**config.mk**
```make
export PLATFORM = sky130hd
export DESIGN_NAME = alu_pipe
export DESIGN_NICKNAME = d
export VERILOG_FILES = /design/src/rtl/alu_pipe.sv
export SDC_FILE = /design/constraint.sdc
export NUM_CORES = 1
export LEC_CHECK = 0
export ABC_AREA = 0
export CAP_MARGIN = 10
export CELL_PAD_IN_SITES_DETAIL_PLACEMENT = 2
export CELL_PAD_IN_SITES_GLOBAL_PLACEMENT = 2
export CORE_MARGIN = 3
export CORE_UTILIZATION = 42
export DETAILED_ROUTE_END_ITERATION = 10
export DONT_BUFFER_PORTS = 1
export GPL_ROUTABILITY_DRIVEN = 0
export PLACE_DENSITY = 0.95
export SYNTH_ARGS = -nofsm -noshare
export SYNTH_HDL_FRONTEND = slang
export SYNTH_SLANG_ARGS = --single-unit
```
**constraint.sdc**
```tcl
create_clock -name CLK -period 12.4 [get_ports CLK]
set_clock_uncertainty 0.1 [all_clocks]
set_input_delay 2.48 -clock CLK [delete_from_list [all_inputs] [get_ports CLK]]
set_output_delay 2.48 -clock CLK [all_outputs]
set_load 0.03 [all_outputs]
```
**src/rtl/alu_pipe.sv**
```systemverilog
// Pipelined integer ALU between a reservation-station queue and the CDB, with credit-based issue.
// Optional `ALU_FLUSH_EN adds the alu_flush port, which discards all in-flight results.
module alu_pipe #(
  parameter int ROB_ENTRY   = 16,
  parameter int DATA_WIDTH  = 32,
  parameter int OP_WIDTH    = 4,
  parameter int PIPE_STAGES = 2,
  parameter int OUT_DEPTH   = 2,
  localparam int ROB_ID_W    = $clog2(ROB_ENTRY),
  localparam int RSV_Q_WIDTH = OP_WIDTH + 2*DATA_WIDTH + ROB_ID_W
) (
  input  logic                   CLK,
  input  logic                   RST,
  input  logic                   sync_q_rok,
  input  logic [RSV_Q_WIDTH-1:0] sync_q_rdata,
  output logic                   sync_q_ren,
  output logic                   cdb_isr_request,
  output logic [DATA_WIDTH-1:0]  cdb_isr_data,
  output logic [ROB_ID_W-1:0]    cdb_isr_id,
  input  logic                   cdb_isr_grant
`ifdef ALU_FLUSH_EN
  ,
  input  logic                   alu_flush
`endif
);

  localparam int SHAMT_W = $clog2(DATA_WIDTH);
  localparam int PTR_W   = (OUT_DEPTH > 1) ? $clog2(OUT_DEPTH) : 1;
  localparam int OCC_W   = $clog2(OUT_DEPTH + 1);

  typedef enum logic [OP_WIDTH-1:0] {
    OP_ADD  = OP_WIDTH'(0),
    OP_SUB  = OP_WIDTH'(1),
    OP_SLT  = OP_WIDTH'(2),
    OP_SLTU = OP_WIDTH'(3),
    OP_AND  = OP_WIDTH'(4),
    OP_OR   = OP_WIDTH'(5),
    OP_XOR  = OP_WIDTH'(6),
    OP_SLL  = OP_WIDTH'(7),
    OP_SRL  = OP_WIDTH'(8),
    OP_SRA  = OP_WIDTH'(9)
  } alu_op_e;

  logic flush;
`ifdef ALU_FLUSH_EN
  assign flush = alu_flush;
`else
  assign flush = 1'b0;
`endif

  logic [OP_WIDTH-1:0]   q_op;
  logic [DATA_WIDTH-1:0] q_a;
  logic [DATA_WIDTH-1:0] q_b;
  logic [ROB_ID_W-1:0]   q_id;
  logic [SHAMT_W-1:0]    shamt;
  logic [DATA_WIDTH-1:0] alu_res;

  assign q_op  = sync_q_rdata[RSV_Q_WIDTH-1 -: OP_WIDTH];
  assign q_a   = sync_q_rdata[ROB_ID_W+DATA_WIDTH +: DATA_WIDTH];
  assign q_b   = sync_q_rdata[ROB_ID_W +: DATA_WIDTH];
  assign q_id  = sync_q_rdata[ROB_ID_W-1:0];
  assign shamt = q_b[SHAMT_W-1:0];

  always_comb begin
    alu_res = '0;
    case (q_op)
      OP_ADD:  alu_res = q_a + q_b;
      OP_SUB:  alu_res = q_a - q_b;
      OP_SLT:  alu_res = DATA_WIDTH'($signed(q_a) < $signed(q_b));
      OP_SLTU: alu_res = DATA_WIDTH'(q_a < q_b);
      OP_AND:  alu_res = q_a & q_b;
      OP_OR:   alu_res = q_a | q_b;
      OP_XOR:  alu_res = q_a ^ q_b;
      OP_SLL:  alu_res = q_a << shamt;
      OP_SRL:  alu_res = q_a >> shamt;
      OP_SRA:  alu_res = $signed(q_a) >>> shamt;
      default: alu_res = '0;
    endcase
  end

  logic [OCC_W-1:0] occ;
  logic             q_hs;
  logic             cdb_hs;
  logic             fifo_ne;

  assign cdb_isr_request = fifo_ne & ~flush;
  assign cdb_hs          = cdb_isr_request & cdb_isr_grant;
  // A retire in this cycle frees a credit, so a full pipe can still issue.
  assign sync_q_ren      = sync_q_rok & ~RST & ~flush &
                           ((occ < OCC_W'(OUT_DEPTH)) | cdb_hs);
  assign q_hs            = sync_q_ren;

  always_ff @(posedge CLK) begin
    if (RST || flush) begin
      occ <= '0;
    end else begin
      case ({q_hs, cdb_hs})
        2'b10:   occ <= occ + OCC_W'(1);
        2'b01:   occ <= occ - OCC_W'(1);
        default: occ <= occ;
      endcase
    end
  end

  logic                  wr_v;
  logic [DATA_WIDTH-1:0] wr_d;
  logic [ROB_ID_W-1:0]   wr_id;

  generate
    if (PIPE_STAGES == 1) begin : g_nopipe
      assign wr_v  = q_hs;
      assign wr_d  = alu_res;
      assign wr_id = q_id;
    end else begin : g_pipe
      logic                  stg_v  [PIPE_STAGES-1];
      logic [DATA_WIDTH-1:0] stg_d  [PIPE_STAGES-1];
      logic [ROB_ID_W-1:0]   stg_id [PIPE_STAGES-1];

      always_ff @(posedge CLK) begin
        if (RST || flush) begin
          for (int unsigned i = 0; i < PIPE_STAGES-1; i++) stg_v[i] <= 1'b0;
        end else begin
          stg_v[0] <= q_hs;
          for (int unsigned i = 1; i < PIPE_STAGES-1; i++) stg_v[i] <= stg_v[i-1];
        end
        stg_d[0]  <= alu_res;
        stg_id[0] <= q_id;
        for (int unsigned i = 1; i < PIPE_STAGES-1; i++) begin
          stg_d[i]  <= stg_d[i-1];
          stg_id[i] <= stg_id[i-1];
        end
      end

      assign wr_v  = stg_v[PIPE_STAGES-2];
      assign wr_d  = stg_d[PIPE_STAGES-2];
      assign wr_id = stg_id[PIPE_STAGES-2];
    end
  endgenerate

  logic [DATA_WIDTH-1:0] fifo_d  [OUT_DEPTH];
  logic [ROB_ID_W-1:0]   fifo_id [OUT_DEPTH];
  logic [PTR_W-1:0]      wptr;
  logic [PTR_W-1:0]      rptr;
  logic [OCC_W-1:0]      fifo_cnt;

  function automatic logic [PTR_W-1:0] ptr_inc(input logic [PTR_W-1:0] p);
    return (p == PTR_W'(OUT_DEPTH-1)) ? '0 : p + PTR_W'(1);
  endfunction

  assign fifo_ne = (fifo_cnt != '0);

  always_ff @(posedge CLK) begin
    if (RST || flush) begin
      wptr     <= '0;
      rptr     <= '0;
      fifo_cnt <= '0;
    end else begin
      if (wr_v) begin
        fifo_d[wptr]  <= wr_d;
        fifo_id[wptr] <= wr_id;
        wptr          <= ptr_inc(wptr);
      end
      if (cdb_hs) rptr <= ptr_inc(rptr);
      case ({wr_v, cdb_hs})
        2'b10:   fifo_cnt <= fifo_cnt + OCC_W'(1);
        2'b01:   fifo_cnt <= fifo_cnt - OCC_W'(1);
        default: fifo_cnt <= fifo_cnt;
      endcase
    end
  end

  assign cdb_isr_data = fifo_ne ? fifo_d[rptr]  : '0;
  assign cdb_isr_id   = fifo_ne ? fifo_id[rptr] : '0;

endmodule
```
## Word-level counts from Yosys, hierarchy flattened

Memories as Yosys holds them, arrays and structs flattened. A register that Yosys moved wholly into a read port is not among the register bits.
Index checks and enable logic that the tools add are counted.

| cells by class | value |
|---|---|
| reductions and logical operators | 5 |
| add/sub/neg operators | 8 |
| magnitude comparators | 3 |
| bitwise gates (word level) | 8 |
| shift-type cells | 3 |
| multiplexer cells | 19 |
| equal/unequal tests | 13 |

Operators with widths:

| operator | number |
|---|---|
| one-hot mux 32 bit (10 select lines) | 1 |
| less-than comparator 32 bit | 2 |
| adder 32 bit | 1 |
| AND 32 bit | 1 |
| 2-to-1 mux 32 bit | 1 |
| bitwise OR 32 bit | 1 |
| left shift 32 x 5 -> 32 bit | 1 |
| >> shifter 32 x 5 -> 32 bit | 1 |
| >>> shifter 32 x 5 -> 32 bit | 1 |
| subtractor 32 bit | 1 |
| XOR 32 bit | 1 |
| == test 4 x 3 -> 1 bit (second input constant) | 4 |
| 2-to-1 mux 1 bit | 14 |
| == test 4 x 2 -> 1 bit (second input constant) | 2 |
| == test 4 bit (second input constant) | 2 |
| one-hot mux 2 bit (2 select lines) | 2 |
| nonzero test 2 bit | 3 |
| adder 2 x 1 -> 2 bit (second input constant) | 2 |
| == test 2 x 1 -> 1 bit (second input constant) | 2 |
| == test 2 bit (second input constant) | 2 |
| == test 4 x 1 -> 1 bit (second input constant) | 1 |
| zero test 4 bit | 1 |
| 2-to-1 mux 4 bit | 1 |
| subtractor 2 x 1 -> 2 bit (second input constant) | 2 |
| other kinds (6) | 9 |

| storage, ports and cells | value |
|---|---|
| output and inout bits | 38 |
| memories | 5 |
| bits in writable memories | 109 |
| word-level logic and storage cells | 68 |
| flip-flop bits (word level) | 6 |

Memory list:

| memory | words | bits a word | rd ports | clocked after memory_dff | write ports | RTL line | text |
|---|---|---|---|---|---|---|---|
| fifo_d | 2 | 32 | 1 | 1 | 1 | 140 | `logic [DATA_WIDTH-1:0] fifo_d [OUT_DEPTH];` |
| g_pipe.stg_d | 1 | 32 | 1 | 0 | 1 | 116 | `logic [DATA_WIDTH-1:0] stg_d [PIPE_STAGES-1];` |
| fifo_id | 2 | 4 | 1 | 1 | 1 | 141 | `logic [ROB_ID_W-1:0] fifo_id [OUT_DEPTH];` |
| g_pipe.stg_id | 1 | 4 | 1 | 0 | 1 | 117 | `logic [ROB_ID_W-1:0] stg_id [PIPE_STAGES-1];` |
| g_pipe.stg_v | 1 | 1 | 1 | 0 | 1 | 115 | `logic stg_v [PIPE_STAGES-1];` |

## Longest topological paths before layout

| depth | value |
|---|---|
| depth in word-level cells | 6 |
| mapped depth | 16 |
| depth with buffers taken out | 12 |

## Worst setup path after synthesis

Ideal clock, no wire load.

| timing path | value |
|---|---|
| path kind | in2reg |
| from | input port sync_q_rdata[6] |
| to | memory g_pipe.stg_d[0][31] |
| buffers on the path | 5 |
| required time | 12169 ps |
| data arrival time | 5938 ps |
| stages | 16 |
| setup slack | 6231 ps |
| cell sequence | clkbuf_1 inv_1 buf_1 buf_2 clkbuf_1 ha_1 clkbuf_1 nor3_1 o21ai_0 a2111oi_4 o211ai_1 a211oi_1 o21bai_1 a311oi_1 a21o_1 o31ai_1 |

| on the way | value |
|---|---|
| cells in the longest elaborated chain, start to end | 2 |
| elaborated cells on any way between the ends | 6 |
| those cells by class | 2 x add/sub; 3 x shift; 1 x mux |

Ends and longest elaborated chain:

| element | RTL line | text |
|---|---|---|
| start: declaration | 15 | `input logic [RSV_Q_WIDTH-1:0] sync_q_rdata,` |
| subtractor 32 bit, or another cell as far along | 68 | `OP_SUB: alu_res = q_a - q_b;` |
| one-hot mux 32 bit (10 select lines) * | 66 | `case (q_op)` |
| named net alu_res[31] | 56 | `logic [DATA_WIDTH-1:0] alu_res;` |
| end: declaration | 116 |  |

The timed path passes the listed nets; every way through them passes the cells marked *.

## Worst setup path in the final report

| timing path | value |
|---|---|
| from | input port sync_q_rdata[7] |
| to | memory g_pipe.stg_d[0][31] |

Same word-level chain as after synthesis.

==> impl_metrics.tcl <==
set metrics [dict create \
    swShare 0.4422 \
    critical_path.max_fanout 80 \
    rrSetupSlack_ns 9.51 \
    wl_per_cell_um 32.86 \
    worstMarginPinSlew_ns 1.084 \
    async_reset_ff_frac 0 \
    syn-mean-instance-area_um2 7.963 \
    synthDistinctLibCells 75 \
    power_density_nw_per_um2 126.7 \
    ctsResizeCount 0 \
    tritoncts "yes" \
    ios 114 \
    slew_violations 0 \
    ys_warn_count 0 \
    start_util 0.4298 \
    area_growth_pct 5.400 \
    internal-power_uw 899.0 \
    final_nets 1613 \
    ys_ff_latch 116 \
    min_period_over_period 0.4927 \
    whs_path_depth 0 \
    reg2reg_depth 9 \
    grt_first_pass_wirelength_um 89090 \
    cts.clk_slew.worst_paths_ns 0.07 \
    pwr-share-seq 0.310 \
    outcome "finished, final reports clean" \
    vias_per_cell 7.018 \
    tns_ns 0 \
    relSlewSlack 0.2776 \
    ant_nets 0 \
    fin_crit_ns 6.110 \
    clkSinkCount 116 \
    post_synth_inst_count 1516 \
    dr.pass1.iters 5 \
    min_path_type "reg -> reg" \
    post_cts.repair.setup_buffers 0 \
    grt_max_degree 84 \
    core_um2 28090 \
    vias 12829 \
    startpoint_type "input port" \
    holdWs_ns 0.3484 \
    p_leak_uw 0.005025 \
    portBuffers 0 \
    critPathKind "in -> reg" \
    power_frac_comb 0.380 \
    synth_nets 1693 \
    maxCapViolCount 0 \
    cts_buffer_depth 2 \
    drive_gt1_frac 0.07108 \
    postCtsHoldBufs 0 \
    dr.first_iter.drc_count 1483 \
    rsz0062_at_grt "false" \
    synth_edf_count 72 \
    root_buffer "clkbuf_16" \
    setup_violations 0 \
    drc 0 \
    grt_pass1_vias 13419 \
    drt_wl_total_um 60070 \
    fmax_mhz 163.7 \
    rows 61 \
    cp_data_arrival_time_ns 6.32 \
    vdd_ir_drop_max_uv 99.63 \
    cp-end-kind "flip-flop" \
    hold_viol_final 0 \
    overflow 0 \
    mappedNetlistArea_um2 12070 \
    fp.dieH_um 175.5 \
    numCtsBuffers 17 \
    synth_top_area_share 0.1791 \
    ys.flop_type "edfxtp_1" \
    h-tree-depth 4 \
    cp.required_ns 12.61 \
    yosysTopAreaCell "edfxtp_1" \
    die-area_um2 30810 \
    grtUsageTotal 0.3830 \
    place_hpwl_um 42850 \
    clockPowerShare 0.311 \
    yosysSeqAreaShare 0.2521 \
    clk_latency_ns 0.45 \
    synth_area_leaders "edfxtp_1 (18%), ha_1 (10%), dfxtp_1 (7.3%)" \
    die_w_um 175.5 \
    antenna_found_initial 4 \
    p_switching_uw 712.6 \
    total_power_uw 1612 \
]
## final timing paths
kind	from	endpoint
setup / recovery	sync_q_rdata[7]	g_pipe.stg_d[0][31]$_DFF_P_
hold / removal	g_pipe.stg_d[0][9]$_DFF_P_	fifo_d[1][9]$_DFFE_PP_
setup reg to reg	fifo_cnt[0]$_SDFFE_PP0P_	occ[1]$_SDFFE_PP0P_
hold reg to reg	g_pipe.stg_d[0][9]$_DFF_P_	fifo_d[1][9]$_DFFE_PP_
## placed cells by master, fill, tap and decap left out, types with 8 or more instances in the layout
cell type,instances
a211oi_1,25
a21o_1,18
a21oi_1,120
a221oi_1,24
a22oi_1,8
a31oi_1,11
and3_1,12
buf_4,12
clkbuf_16,17
dfxtp_1,43
edfxtp_1,72
ha_1,99
inv_1,94
mux2_2,18
mux2i_1,85
mux4_2,19
nand2_1,127
nand2b_1,16
nand3_1,24
nand4_1,9
nor2_1,180
nor2b_1,14
nor3_1,33
nor4_1,9
o211ai_1,25
o21a_1,8
o21ai_0,139
o221ai_1,16
o22ai_1,9
o31ai_1,12
or3_1,12
xnor2_1,17
xor2_1,13
## worst max-delay path, stage by stage
cell,delay (ns)
inv_1,0.71
ha_1,0.50
nor3_1,0.30
o21ai_0,0.33
a2111oi_4,0.46
o211ai_1,0.30
a211oi_1,0.55
o21bai_1,0.16
a311oi_1,0.31
a21o_1,0.12
o31ai_1,0.07
## metrics by stage
| stage | utilization | std cells | instance area, µm² | worst slack, ns |
|---|---|---|---|---|
| after detailed placement | 0.4331 | 1795 | 12170 | 6.123 |
| after global placement | 0.4331 | 1795 | 12170 | 6.455 |
| after CTS | 0.4529 | 1827 | 12720 | 6.509 |
| after floorplan | - | 1516 | 12070 | 6.231 |
| final | 0.4530 | 1828 | 12720 | 6.290 |
| after global routing | 0.4529 | 1827 | 12720 | 6.182 |
## per-layer routing
layer,global-route usage,share of wire,up-vias
li1,-,-,5379
met3,0.09511,0.095,260
met2,0.6191,0.46,833
met1,0.4499,0.37,6351
met4,0.2573,0.081,6
met5,0,0.00068,-
## cells by family (layout without fill, tap and decap cells)
family,Yosys count,after routing,share of synthesized area
AOI/OAI and AO/OA,479,479,0.2555
and+or+nand+nor,461,461,0.1717
buffers and inverters,207,140,0.07027
muxes,122,122,0.1227
DFF,116,116,0.2521
adders and majority gates,101,101,0.1059
xor gates and xnor gates,30,30,0.02177
other,0,1,0
## synthesized netlist by cell type (all sizes together), types with 17 or more instances
library cell,instances
nor2,181
buf,42
a21oi,120
nand3,24
o21ai,142
edfxtp,72
mux2,18
dfxtp,44
ha,99
a221oi,24
nor3,35
nand2,127
clkbuf,69
inv,95
mux2i,85
a211oi,25
mux4,19
xnor2,17
a21o,18
o211ai,26
## state kept, by name, indices dropped and copies added (netlist names), named ones only
| signal | cells |
|---|---|
| occ | 2 |
| rptr | 1 |
| g_pipe.stg_v | 1 |
| fifo_id | 8 |
| wptr | 1 |
| g_pipe.stg_id | 4 |
| fifo_cnt | 2 |
| g_pipe.stg_d | 32 |
| fifo_d | 64 |
## area by class of cell
| class | instances | area (µm²) |
|---|---|---|
| fill | 3141 | 15360 |
| multi-input combinational | 1193 | 8198 |
| sequential | 116 | 3044 |
| tap | 378 | 473.0 |
| clock buffer | 18 | 439.2 |
| inverter | 96 | 360.3 |
| clock inverter | 14 | 116.4 |
| timing repair buffer | 12 | 90.09 |
| antenna | 1 | 2.502 |
## power groups by stage
stage / logic, µW / clock network [µW] / registers, µW
after floorplan: 471 / 0 / 467
after global placement: 546 / 0 / 495
after detailed placement: 583 / 0 / 503
after CTS: 599 / 501 / 497
after global routing: 647 / 513 / 502
final: 612 / 501 / 499
Note: power is estimated with default switching activity, not from simulation.
==> patch: new RTL, same flow settings <==
Build with the macro `ALU_FLUSH_EN` defined.
--- a/src/rtl/alu_pipe.sv
+++ b/src/rtl/alu_pipe.sv
@@ -2,2 +2,4 @@
 // Optional `ALU_FLUSH_EN adds the alu_flush port, which discards all in-flight results.
+`define ALU_FLUSH_EN
+
 module alu_pipe #(
Ports: changed (added alu_flush); port bits go from 114 to 115. No check against the original RTL was run, so the function may have changed too.
==> patch against the unedited design <==
Sequential cell count stayed put; combinational power decreased by 38%; cell count shrank 4.9%; final area decreased by 0.17%; area after synthesis fell by 0.81%; routed wire length down 7.3%; utilization up 0.17 points; power is 18% lower; setup slack got worse by 0.32 ns; critical path type is now in2out; largest cell class unchanged; largest power group is now clock.
==> patch: results (changes against the unedited design) <==
status -> finished, final reports clean
Arrival @ worst endpoint -> 3.85 ns (-2.47 ns)
clk_lat worst skew -> 0.44 ns
total vias in the final route -> 12209 (-4.8%)
syn_nets -> 1595 (-5.8%)
initial DRC count -> 1438 (-3.0%)
commonest cells in the synthesized netlist -> nor2_1, a21oi_1, o21ai_0
largest cells by area after synthesis -> edfxtp_1, ha_1, mux4_2, dfxtp_1, mux2i_1
max-slew violation count -> 0 (unchanged)
all-layer global routing usage -> 0.359 (-0.0244)
Seq/Total Area, Yosys -> 0.254 (+0.00205)
post-DP HPWL -> 40700 µm (-5.0%)
met1 wire length -> 21300 µm (-3.2%)
Distinct cells, synth -> 79 (+5.3%)
Relative slew margins -> 0.234 (-0.0435)
Syn. warnings -> 0 (unchanged)
drt pass-1 iters -> 7 (+2)
CTS buffer count -> 17 (unchanged)
share of post-route cells with drive strength above 1 -> 0.0884 (+0.0173)
Hold Path Origin -> g_pipe.stg_d[0][2]$_DFF_P_
internal power -> 850 µW (-5.4%)
first-pass GRT wire length -> 83700 µm (-6.0%)
Final Hold Fails -> 0 (unchanged)
WL/cell -> 32.0 µm (-2.5%)
initial antenna violation count -> 2 (-2)
worst slack, placed -> 5.98 ns (-0.142 ns)
Setup Fix Bufs, Post-CTS -> 0 (unchanged)
Max VDD drop -> 0.0989 mV (-0.72%)
number of global-route vias before repair -> 13057 (-2.7%)
Layout Nets -> 1523 (-5.6%)
largest net degree at the start of global routing -> 77 (-8.3%)
r2r worst-path depth -> 8 (-1)
CP Max Fanout -> 4 (-95%)
placed cell count -> 1704 (-5.1%)
Worst Hold End -> fifo_d[1][2]$_DFFE_PP_
asr flop ratio synth -> 0 (unchanged)
leakage power -> 0.00484 µW (-3.7%)
Reg2Reg Setup Slack -> 9.36 ns (-0.15 ns)
cell count after synthesis -> 1417 (-6.5%)
met3 wire len -> 5060 µm (-11%)
met2 wire length -> 26100 µm (-5.2%)
vias per cell -> 7.02 (about the same)
[patch: logic make-up after synthesis]
family	Yosys count	synth area share
compound gates	432	0.233
xor+xnor	30	0.0219
fa+ha+maj	101	0.107
buf+inv	206	0.0681
flops	116	0.254
mux	131	0.165
simple gates	401	0.151
[patch: layout make-up]
| cell class | count | area, µm² |
|---|---|---|
| antenna | 2 | 5.00 |
| clock buffer | 17 | 425 |
| clock inverter | 15 | 144 |
| fill | 3089 | 15200 |
| inverter | 102 | 383 |
| multi-input combinational | 1095 | 8130 |
| sequential | 116 | 3040 |
| tap | 378 | 473 |
| timing repair buffer | 13 | 97.6 |
[patch: how the worst max path moves through the flow]
stage	startpoint	endpoint	slack (ns)	cells past startpoint
5_1_grt	alu_flush	sync_q_ren	5.89	3
2_1_floorplan	alu_flush	sync_q_ren	6.10	3
3_5_place_dp	alu_flush	sync_q_ren	5.98	3
3_3_place_gp	alu_flush	sync_q_ren	6.02	3
4_1_cts	alu_flush	sync_q_ren	5.97	3
6_report	alu_flush	sync_q_ren	5.97	3
[patch: metal layers]
layer,up-vias,track usage
met5,-,0
met4,2,0.190
met3,218,0.0865
met2,714,0.590
met1,6194,0.436
li1,5081,-
[patch: through the flow]
stage	instance area [µm²]	utilization	hold slack (ns)
global placement	12100	0.434	0.304
floorplan	12000	-	0.304
detailed placement	12100	0.434	0.323
CTS	12700	0.455	0.339
finish	12700	0.455	0.341
global route	12700	0.455	0.346
[patch: power by group through the flow]
stage	Sequential, µW	Clock [µW]	Combinational [µW]
2_1_floorplan	443	0	271
3_3_place_gp	448	0	335
3_5_place_dp	452	0	359
4_1_cts	445	495	366
5_1_grt	446	511	402
6_report	445	490	380
[patch: critical path, stage by stage]
cell and delay [ns]:
nor2_1 0.48, nand2_1 0.25, a21oi_1 0.64
